<file path="config.mk">
export PLATFORM = sky130hd
export DESIGN_NAME = baud_generate
export DESIGN_NICKNAME = d
export VERILOG_FILES = /design/src/rtl/baud_pkg.sv /design/src/rtl/baud_period_counter.sv /design/src/rtl/baud_generate.sv
export SDC_FILE = /design/constraint.sdc
export NUM_CORES = 1
export LEC_CHECK = 0
export CORE_MARGIN = 10
export CORE_UTILIZATION = 55
export CTS_CLUSTER_DIAMETER = 150
export DETAILED_ROUTE_END_ITERATION = 16
export PLACE_DENSITY = 0.79
export SLEW_MARGIN = 10
export SYNTH_ARGS = -nofsm -noshare
export SYNTH_HDL_FRONTEND = slang
export SYNTH_SLANG_ARGS = --single-unit
</file>
<file path="constraint.sdc">
create_clock -name clk -period 7 [get_ports clk]
set_clock_uncertainty 0.1 [all_clocks]
set_input_delay 0.7 -clock clk [delete_from_list [all_inputs] [get_ports clk]]
set_output_delay 0.7 -clock clk [all_outputs]
set_load 0.1 [all_outputs]
</file>
<file path="src/rtl/baud_pkg.sv">
// Shared types and constants for the baud/bit-timing generator.
// Holds the phase state enum, width constants and the default minimum period.
package baud_pkg;

    localparam int PER_W          = 16;
    localparam int CNT_W          = 4;
    localparam int IDX_W          = 5;
    localparam int MIN_PERIOD_DEF = 2;

    typedef enum logic [1:0] {
        ST_IDLE = 2'd0,
        ST_UP   = 2'd1,
        ST_DOWN = 2'd2
    } state_e;

    function automatic logic [PER_W-1:0] eff_period(
        input logic [PER_W-1:0] rate,
        input logic [PER_W-1:0] min_p
    );
        return (rate < min_p) ? min_p : rate;
    endfunction

endpackage

</file>
<file path="src/rtl/baud_period_counter.sv">
// Interval counter: counts 0..limit and flags terminal count.
// Load restarts the interval with a new limit; clear only zeroes the count.
module baud_period_counter
    import baud_pkg::*;
(
    input  logic             clk,
    input  logic             rst_n,
    input  logic             i_en,
    input  logic             i_load,
    input  logic             i_clr,
    input  logic [PER_W-1:0] i_limit,
    output logic             o_tc
);

    logic [PER_W-1:0] r_cnt;
    logic [PER_W-1:0] r_lim;

    assign o_tc = (r_cnt == r_lim);

    always_ff @(posedge clk or negedge rst_n) begin
        if (!rst_n) begin
            r_cnt <= '0;
            r_lim <= '0;
        end else if (i_load) begin
            r_cnt <= '0;
            r_lim <= i_limit;
        end else if (i_clr) begin
            r_cnt <= '0;
        end else if (i_en) begin
            r_cnt <= o_tc ? '0 : r_cnt + PER_W'(1);
        end
    end

endmodule

</file>
<file path="src/rtl/baud_generate.sv">
// Bit-timing generator: up-phase strobes every P+1 clocks, then down-phase
// strobes every P clocks; config is captured only at the start of each bit.
module baud_generate
    import baud_pkg::*;
#(
    parameter int MIN_PERIOD = MIN_PERIOD_DEF
) (
    input  logic             clk,
    input  logic             rst,
    input  logic             p_Enable_i,
    input  logic             p_Restart_i,
    input  logic [PER_W-1:0] BaudRateGen_i,
    input  logic [7:0]       BitCompensateMethod_i,
    output logic             p_AcqSig_o,
    output logic             p_BitEnd_o,
    output logic [IDX_W-1:0] AcqIdx_o,
    output logic             p_Busy_o,
    output logic             p_CfgErr_o
);

    localparam logic [PER_W-1:0] MIN_P = PER_W'(MIN_PERIOD);

    state_e           r_state, w_state_n;
    logic [CNT_W-1:0] r_up, w_up_n, r_dn, w_dn_n;
    logic [PER_W-1:0] r_period, w_period_n;
    logic [CNT_W-1:0] r_phcnt, w_phcnt_n;
    logic [IDX_W-1:0] r_idx, w_idx_n;
    logic             r_acq, w_acq_n;
    logic             r_bitend, w_bitend_n;
    logic [IDX_W-1:0] r_acqidx, w_acqidx_n;
    logic             r_busy;
    logic             r_cfgerr, w_cfgerr_n;

    logic             w_ld, w_clr, w_tc, w_start, w_cnt_en;
    logic [PER_W-1:0] w_lim;
    logic [PER_W-1:0] w_p_in;
    logic [CNT_W-1:0] w_up_in, w_dn_in, w_ph_inc;
    logic [IDX_W-1:0] w_n_in, w_n_cur, w_idx_inc;

    assign w_up_in   = BitCompensateMethod_i[7:4];
    assign w_dn_in   = BitCompensateMethod_i[3:0];
    assign w_p_in    = eff_period(BaudRateGen_i, MIN_P);
    assign w_n_in    = {1'b0, w_up_in} + {1'b0, w_dn_in};
    assign w_n_cur   = {1'b0, r_up} + {1'b0, r_dn};
    assign w_idx_inc = r_idx + IDX_W'(1);
    assign w_ph_inc  = r_phcnt + CNT_W'(1);
    assign w_cnt_en  = (r_state != ST_IDLE);

    baud_period_counter u_period (
        .clk     (clk),
        .rst_n   (rst),
        .i_en    (w_cnt_en),
        .i_load  (w_ld),
        .i_clr   (w_clr),
        .i_limit (w_lim),
        .o_tc    (w_tc)
    );

    always_comb begin
        w_state_n  = r_state;
        w_up_n     = r_up;
        w_dn_n     = r_dn;
        w_period_n = r_period;
        w_phcnt_n  = r_phcnt;
        w_idx_n    = r_idx;
        w_acq_n    = 1'b0;
        w_bitend_n = 1'b0;
        w_acqidx_n = '0;
        w_cfgerr_n = r_cfgerr;
        w_ld       = 1'b0;
        w_clr      = 1'b0;
        w_lim      = r_period;
        w_start    = 1'b0;

        if (!p_Enable_i) begin
            w_state_n = ST_IDLE;
            w_clr     = 1'b1;
            w_phcnt_n = '0;
            w_idx_n   = '0;
        end else if (r_state == ST_IDLE || p_Restart_i) begin
            w_start = 1'b1;
        end else if (w_tc) begin
            w_acq_n    = 1'b1;
            w_acqidx_n = w_idx_inc;
            w_idx_n    = w_idx_inc;
            if (w_idx_inc == w_n_cur) begin
                w_bitend_n = 1'b1;
                w_start    = 1'b1;
            end else if (r_state == ST_UP && w_ph_inc == r_up) begin
                w_state_n = ST_DOWN;
                w_phcnt_n = '0;
                w_ld      = 1'b1;
                w_lim     = r_period - PER_W'(1);
            end else begin
                w_phcnt_n = w_ph_inc;
            end
        end

        // A new bit recaptures config; an empty bit parks in IDLE.
        if (w_start) begin
            w_up_n     = w_up_in;
            w_dn_n     = w_dn_in;
            w_period_n = w_p_in;
            w_phcnt_n  = '0;
            w_idx_n    = '0;
            if (w_n_in == '0) begin
                w_state_n  = ST_IDLE;
                w_cfgerr_n = 1'b1;
                w_clr      = 1'b1;
            end else begin
                w_ld      = 1'b1;
                w_state_n = (w_up_in != '0) ? ST_UP : ST_DOWN;
                w_lim     = (w_up_in != '0) ? w_p_in : w_p_in - PER_W'(1);
            end
        end
    end

    always_ff @(posedge clk or negedge rst) begin
        if (!rst) begin
            r_state  <= ST_IDLE;
            r_up     <= '0;
            r_dn     <= '0;
            r_period <= '0;
            r_phcnt  <= '0;
            r_idx    <= '0;
            r_acq    <= 1'b0;
            r_bitend <= 1'b0;
            r_acqidx <= '0;
            r_busy   <= 1'b0;
            r_cfgerr <= 1'b0;
        end else begin
            r_state  <= w_state_n;
            r_up     <= w_up_n;
            r_dn     <= w_dn_n;
            r_period <= w_period_n;
            r_phcnt  <= w_phcnt_n;
            r_idx    <= w_idx_n;
            r_acq    <= w_acq_n;
            r_bitend <= w_bitend_n;
            r_acqidx <= w_acqidx_n;
            r_busy   <= (w_state_n != ST_IDLE);
            r_cfgerr <= w_cfgerr_n;
        end
    end

    assign p_AcqSig_o = r_acq;
    assign p_BitEnd_o = r_bitend;
    assign AcqIdx_o   = r_acqidx;
    assign p_Busy_o   = r_busy;
    assign p_CfgErr_o = r_cfgerr;

endmodule

</file>
==> results.py, run 1 <==
metrics = {
    "synth": {
        "ys_ff_latch": 76,
        "synth-edff-count": 0,
        "syn_nets": 503,
        "synth_cell_types": 62,
        "synthCells": 460,
        "seq_area_frac_synth_pct": 41.5,
        "syn_avg_cell_area_um2": 9.96,
        "synthArstFlopShare_pct": 100,
        "syn_area_um2": 4580,
        "synth_flop_cell": "dfrtp_1",
        "ys_warn_count": 0,
    },
    "setup_path": {
        "reg2reg_depth": 7,
        "crit_arrival_ns": 3.78,
        "critPathKind": "input pin to register",
        "crit_path_start_kind": "input pin",
        "r2r_end": "u_period.r_lim[5]$_DFFE_PN0N_",
        "reg2reg_from": "u_period.r_cnt[3]$_DFFE_PN0P_",
        "reg2reg_slack_ns": 3.73,
        "cp-startpoint": "BaudRateGen_i[10]",
        "cp-end-kind": "register",
        "critPathCapture": "u_period.r_lim[14]$_DFFE_PN0N_",
        "crit_path_max_fanout": 6,
        "cp.required_ns": 7.19,
    },
    "final_layout": {
        "n_antenna_cell": 0,
        "finalNonFillerCells": 605,
        "nets": 538,
        "layout_common_cells": "dfrtp_1, nor2_1, nand2_1",
        "synthToLayoutAreaGrowth_pct": 14.8,
        "final_common_cell": "dfrtp_1",
        "fin_util_pct": 64.3,
        "drive_gt1_share_pct": 11.2,
    },
    "route": {
        "drc": 0,
        "vias": 3629,
        "avgRoutedWirePerCell_um": 17.3,
        "drt_iter0_markers": 187,
        "dr.pass1.iters": 5,
        "ant_nets": 0,
        "wl_um": 10500,
        "drt-vias-per-instance": 6.00,
    },
    "grt": {
        "grt_max_degree": 77,
        "grt.overflow.total": 0,
        "grt_pass1_vias": 3767,
        "grt_pass1_wl_um": 18100,
        "antenna_found_initial": 0,
        "grt_usage_pct": 17.3,
    },
    "clock_tree": {
        "cts_buffer_depth": 2,
        "cts_hold_buf": 0,
        "cts.reportedPaths.clkPinSlew_ns": 0.08,
        "ctsResizeCount": 0,
        "cts-root-buf": "clkbuf_8",
        "insertion_delay_ns": 0.35,
        "htree_num_levels": 3,
        "post_cts_buffers": 0,
        "cts_buffers": 9,
        "cts_tree": "built",
        "clock-sinks": 76,
    },
    "power": {
        "ir_drop_v": 0.000163,
        "powerDensity_nw_per_um2": 224,
        "leakage_nw": 2.12,
        "p_total_mw": 1.18,
    },
    "timing": {
        "grt_setup_unrepaired": "no",
        "finalHoldViolCount": 0,
        "finalMaxSlewViolations": 0,
        "relSlewSlack_pct": 34.9,
        "post-route-min-period_ns": 3.59,
        "final-setup-viol-count": 0,
        "worst_pin_slew_ns": 0.973,
        "tns_ns": 0,
        "max_clock_freq_ghz": 0.279,
        "min_period_over_period_pct": 51.2,
    },
    "place": {
        "place_hpwl_um": 7730,
        "port_buffers": 36,
        "globalplace.congestion": 0.828,
        "post-place-cells": 589,
    },
    "floorplan": {
        "die_area_um2": 12400,
        "row_count": 33,
        "pin_count": 37,
        "die_w_um": 111,
        "die_h_um": 111,
        "start_util_pct": 56.0,
        "core_area_um2": 8180,
    },
    "worst_hold_path": {
        "min_path_type": "register to register",
    },
    "flow_run": {
        "cap_violations": 0,
    },
    "run_status": {
        "outcome": "finished clean",
    },
}
-- critical path, cell delays in order --
cell             delay [ns]
clkdlybuf4s50_1        0.52
or4_1                  0.61
nor3_2                 0.28
nand2_1                0.10
o21ai_1                0.29
ha_1                   0.21
nand2_1                0.12
nor2_1                 0.28
nand4b_1               0.19
xnor2_1                0.22
a2bb2oi_2              0.14
o21a_1                 0.12
-- area by class of cell --
class,instances,area (µm²)
Sequential cell,76,1900
Multi-Input combinational cell,358,2560
Fill cell,656,2920
Clock buffer,10,138
Inverter,12,45.0
Timing Repair Buffer,38,373
Clock inverter,6,111
Tap cell,105,131
-- power breakdown --
part           switching [mW]  total (mW)  internal (mW)
Sequential             0.0383       0.516          0.478
Clock                   0.168       0.415          0.246
Combinational           0.139       0.246          0.107
-- cells in the mapped netlist (all sizes together), types with 2 or more instances --
library cell	n	share of area, %
a21o	4	0.66
a21oi	23	2.6
a22oi	2	0.33
a2bb2oi	2	0.66
a31o	5	0.96
a31oi	2	0.27
and2	3	0.41
and3	4	0.66
buf	9	1.3
clkbuf	5	0.41
dfrtp	76	42
fa	2	0.87
ha	13	3.6
inv	12	0.98
mux2	20	5.0
mux2i	11	2.4
nand2	39	3.3
nand2b	5	0.68
nand3	19	2.2
nand3b	4	0.66
nand4	2	0.41
nand4b	4	0.76
nor2	39	3.2
nor2b	4	0.55
nor3	17	2.1
nor4	12	1.9
nor4b	4	0.76
o211ai	3	0.49
o21a	3	0.49
o21ai	20	2.3
o22ai	6	0.82
or3	6	0.82
or4	8	1.5
xnor2	24	4.6
xor2	36	6.9
-- per-layer routing --
layer	part of all wire, %	wire (µm)	GRT usage, %
met2	49	5170	29.5
met1	43	4540	20.6
met5	0	0	0
met3	5.2	543	3.73
met4	1.9	198	6.77
-- state kept, by name (all words and copies together), names as in the netlist --
name and count:
u_period.r_lim 16, p_AcqSig_o 1, r_up 4, p_CfgErr_o 1, p_Busy_o 1, r_state 2
r_phcnt 4, u_period.r_cnt 16, AcqIdx_o 5, p_BitEnd_o 1, r_idx 5, r_dn 4
r_period 16
-- per-stage QoR --
| step | setup WS (ns) | hold WS [ns] | instance area (µm²) |
|---|---|---|---|
| floorplan | 4.03 | 0.304 | 4580 |
| global placement | 3.26 | 0.339 | 5010 |
| detailed placement | 3.09 | 0.352 | 5010 |
| CTS | 3.45 | 0.370 | 5260 |
| global route | 3.19 | 0.379 | 5260 |
| finish | 3.41 | 0.362 | 5260 |
-- cell families (layout without fill, tap and decap cells) --
| group | count (synthesis) | after routing | share of synthesized area, % |
|---|---|---|---|
| and+or+nand+nor | 174 | 174 | 20.5 |
| AOI/OAI and AO/OA | 77 | 77 | 11.4 |
| DFF | 76 | 76 | 41.5 |
| xor gates and xnor gates | 61 | 61 | 12.0 |
| muxes | 31 | 31 | 7.40 |
| buffers and inverters | 26 | 66 | 2.73 |
| adders and majority gates | 15 | 15 | 4.43 |
-- worst min path at each step --
| stage | startpoint | to | depth (start not counted) |
|---|---|---|---|
| floorplan | rst | AcqIdx_o[0]$_DFF_PN0_ | 0 |
| global placement | p_CfgErr_o$_DFFE_PN0P_ | p_CfgErr_o$_DFFE_PN0P_ | 1 |
| detailed placement | p_CfgErr_o$_DFFE_PN0P_ | p_CfgErr_o$_DFFE_PN0P_ | 1 |
| CTS | p_CfgErr_o$_DFFE_PN0P_ | p_CfgErr_o$_DFFE_PN0P_ | 1 |
| global route | p_CfgErr_o$_DFFE_PN0P_ | p_CfgErr_o$_DFFE_PN0P_ | 1 |
| finish | p_CfgErr_o$_DFFE_PN0P_ | p_CfgErr_o$_DFFE_PN0P_ | 1 |
No activity file was read; power rests on OpenSTA's default activity.
==> inputs of run 2 (changes only) <==
==> constraint.sdc (replaced) <==
create_clock -name clk -period 3.7 [get_ports clk]
set_clock_uncertainty 0.1 [all_clocks]
set_input_delay 0.37 -clock clk [delete_from_list [all_inputs] [get_ports clk]]
set_output_delay 0.37 -clock clk [all_outputs]
set_load 0.1 [all_outputs]
==> results.py, run 2 (synthesis gave the netlist of run 1 again) <==
metrics = {
    "run_status": {
        "outcome": "finished clean",
    },
    "place": {
        "port_buffers": 36,
        "place_hpwl_um": 7610,
        "dp_slack_ns": 0.335,
        "post-place-cells": 592,
        "globalplace.congestion": 0.841,
    },
    "grt": {
        "grt.overflow.total": 0,
        "grtUsageMet2_pct": 27.3,
        "grt_use_met3_pct": 3.68,
        "antenna_found_initial": 0,
        "grt.busiest_layer": "met2",
        "grt_max_degree": 77,
        "grt_pass1_vias": 3536,
        "grt.met1_usage_pct": 21.1,
        "grt_pass1_wl_um": 17500,
        "grt_usage_pct": 16.4,
    },
    "worst_hold_path": {
        "min_path_type": "input pin to async pin",
    },
    "floorplan": {
        "core_area_um2": 8180,
        "row_count": 33,
        "die_area_um2": 12400,
        "die_h_um": 111,
        "pin_count": 37,
        "start_util_pct": 56.0,
        "die_w_um": 111,
    },
    "timing": {
        "worst_slack_ns": 0.498,
        "grt_setup_unrepaired": "no",
        "finalMaxSlewViolations": 0,
        "relSlewSlack_pct": 34.7,
        "finalHoldViolCount": 0,
        "post-route-min-period_ns": 3.20,
        "worst_pin_slew_ns": 0.976,
        "tns_ns": 0,
        "max_clock_freq_ghz": 0.312,
        "final-setup-viol-count": 0,
        "min_period_over_period_pct": 86.6,
    },
    "final_layout": {
        "final_common_cell": "dfrtp_1",
        "n_fill_cell": 658,
        "n_antenna_cell": 0,
        "finalNonFillerCells": 608,
        "synthToLayoutAreaGrowth_pct": 15.1,
        "nets": 541,
        "drive_gt1_share_pct": 11.5,
        "layout_common_cells": "dfrtp_1, nor2_1, nand2_1",
        "top_regs": "r_period x16, u_period.r_cnt x16, u_period.r_lim x16",
    },
    "setup_path": {
        "cp-end-kind": "register",
        "critPathKind": "register to register",
        "cp-startpoint": "r_up[0]$_DFFE_PN0N_",
        "crit_arrival_ns": 3.35,
        "cp.required_ns": 3.84,
        "crit_family": "compound AO/OA/AOI/OAI gates",
        "reg2reg_from": "r_up[0]$_DFFE_PN0N_",
        "max_stage_delay_ns": 0.46,
        "critPathSlowestCell": "a2111oi_4",
        "crit_path_start_kind": "register",
        "critPathBufInv": 2,
        "crit_path_max_fanout": 21,
        "cp_cell_sequence": "ha_1 > inv_1 > fa_1 > xor2_1 > xnor2_1 > nand3_1 > a2111oi_4 > o21ai_2 > buf_4 > a2bb2oi_2 > o21a_1",
    },
    "clock_tree": {
        "cts_buffer_depth": 2,
        "cts.reportedPaths.clkPinSlew_ns": 0.08,
        "cts-root-buf": "clkbuf_8",
        "insertion_delay_ns": 0.35,
        "cts_buffers": 9,
        "post_cts_buffers": 0,
        "clock-sinks": 76,
        "htree_num_levels": 3,
        "cts_hold_buf": 0,
        "cts_tree": "built",
        "ctsResizeCount": 0,
    },
    "route": {
        "drc": 0,
        "ant_nets": 0,
        "avgRoutedWirePerCell_um": 16.6,
        "vias": 3578,
        "dr.pass1.iters": 6,
        "wl_um": 10100,
        "drt-vias-per-instance": 5.88,
        "drt_iter0_markers": 202,
    },
    "power": {
        "ir_drop_v": 0.000242,
        "leakage_nw": 2.13,
        "powerDensity_nw_per_um2": 418,
    },
    "flow_run": {
        "cap_violations": 0,
    },
}
==> run 2: path summary, 6_finish.rpt <==
path / slack, ns / to / depth (start not counted)
max: 0.50 / u_period.r_lim[10]$_DFFE_PN0N_ / 11
max in group asynchronous: 2.84 / p_AcqSig_o$_DFF_PN0_ / 1
min reg2reg: 0.36 / p_CfgErr_o$_DFFE_PN0P_ / 1
min in group clk: 0.36 / p_CfgErr_o$_DFFE_PN0P_ / 1
max reg2reg: 0.50 / u_period.r_lim[10]$_DFFE_PN0N_ / 11
min: 0.06 / p_CfgErr_o$_DFFE_PN0P_ / 1
==> run 2: worst reg2reg max path, cell delays in order, from the launching register on <==
cell	delay, ns
dfrtp_1	0.43
ha_1	0.19
inv_1	0.05
fa_1	0.40
xor2_1	0.20
xnor2_1	0.14
nand3_1	0.22
a2111oi_4	0.46
o21ai_2	0.33
buf_4	0.30
a2bb2oi_2	0.16
o21a_1	0.12
==> run 2: layout make-up <==
type / count / area [µm²] / area share, %
Timing Repair Buffer: 41 / 395 / 7.50
Tap cell: 105 / 131 / 2.49
Inverter: 12 / 45.0 / 0.855
Multi-Input combinational cell: 358 / 2560 / 48.5
Clock inverter: 6 / 111 / 2.11
Sequential cell: 76 / 1900 / 36.1
Clock buffer: 10 / 128 / 2.42
==> run 2: stage by stage <==
| stage | area [µm²] | utilization, % | power (mW) | hold WS [ns] |
|---|---|---|---|---|
| finish | 5270 | 64.4 | 2.20 | 0.0564 |
| global route | 5270 | 64.4 | 2.31 | 0.120 |
| CTS | 5270 | 64.4 | 2.21 | 0.0937 |
| detailed placement | 5030 | 61.5 | 1.46 | 0.349 |
| global placement | 5030 | 61.5 | 1.44 | 0.338 |
| floorplan | 4580 | - | 1.31 | -0.0256 |
==> run 2: routing by layer <==
| metal | up-vias | routed length [µm] |
|---|---|---|
| met5 | - | 0 |
| met3 | 7 | 597 |
| met1 | 1739 | 4470 |
| met2 | 107 | 4930 |
| met4 | 0 | 84 |
| li1 | 1725 | - |
==> run 2: report_power, final <==
part / internal, mW / total [mW] / switching [mW] / leakage (nW)
Clock: 0.450 / 0.762 / 0.312 / 0.117
Combinational: 0.204 / 0.463 / 0.259 / 1.05
Sequential: 0.904 / 0.979 / 0.0745 / 0.968
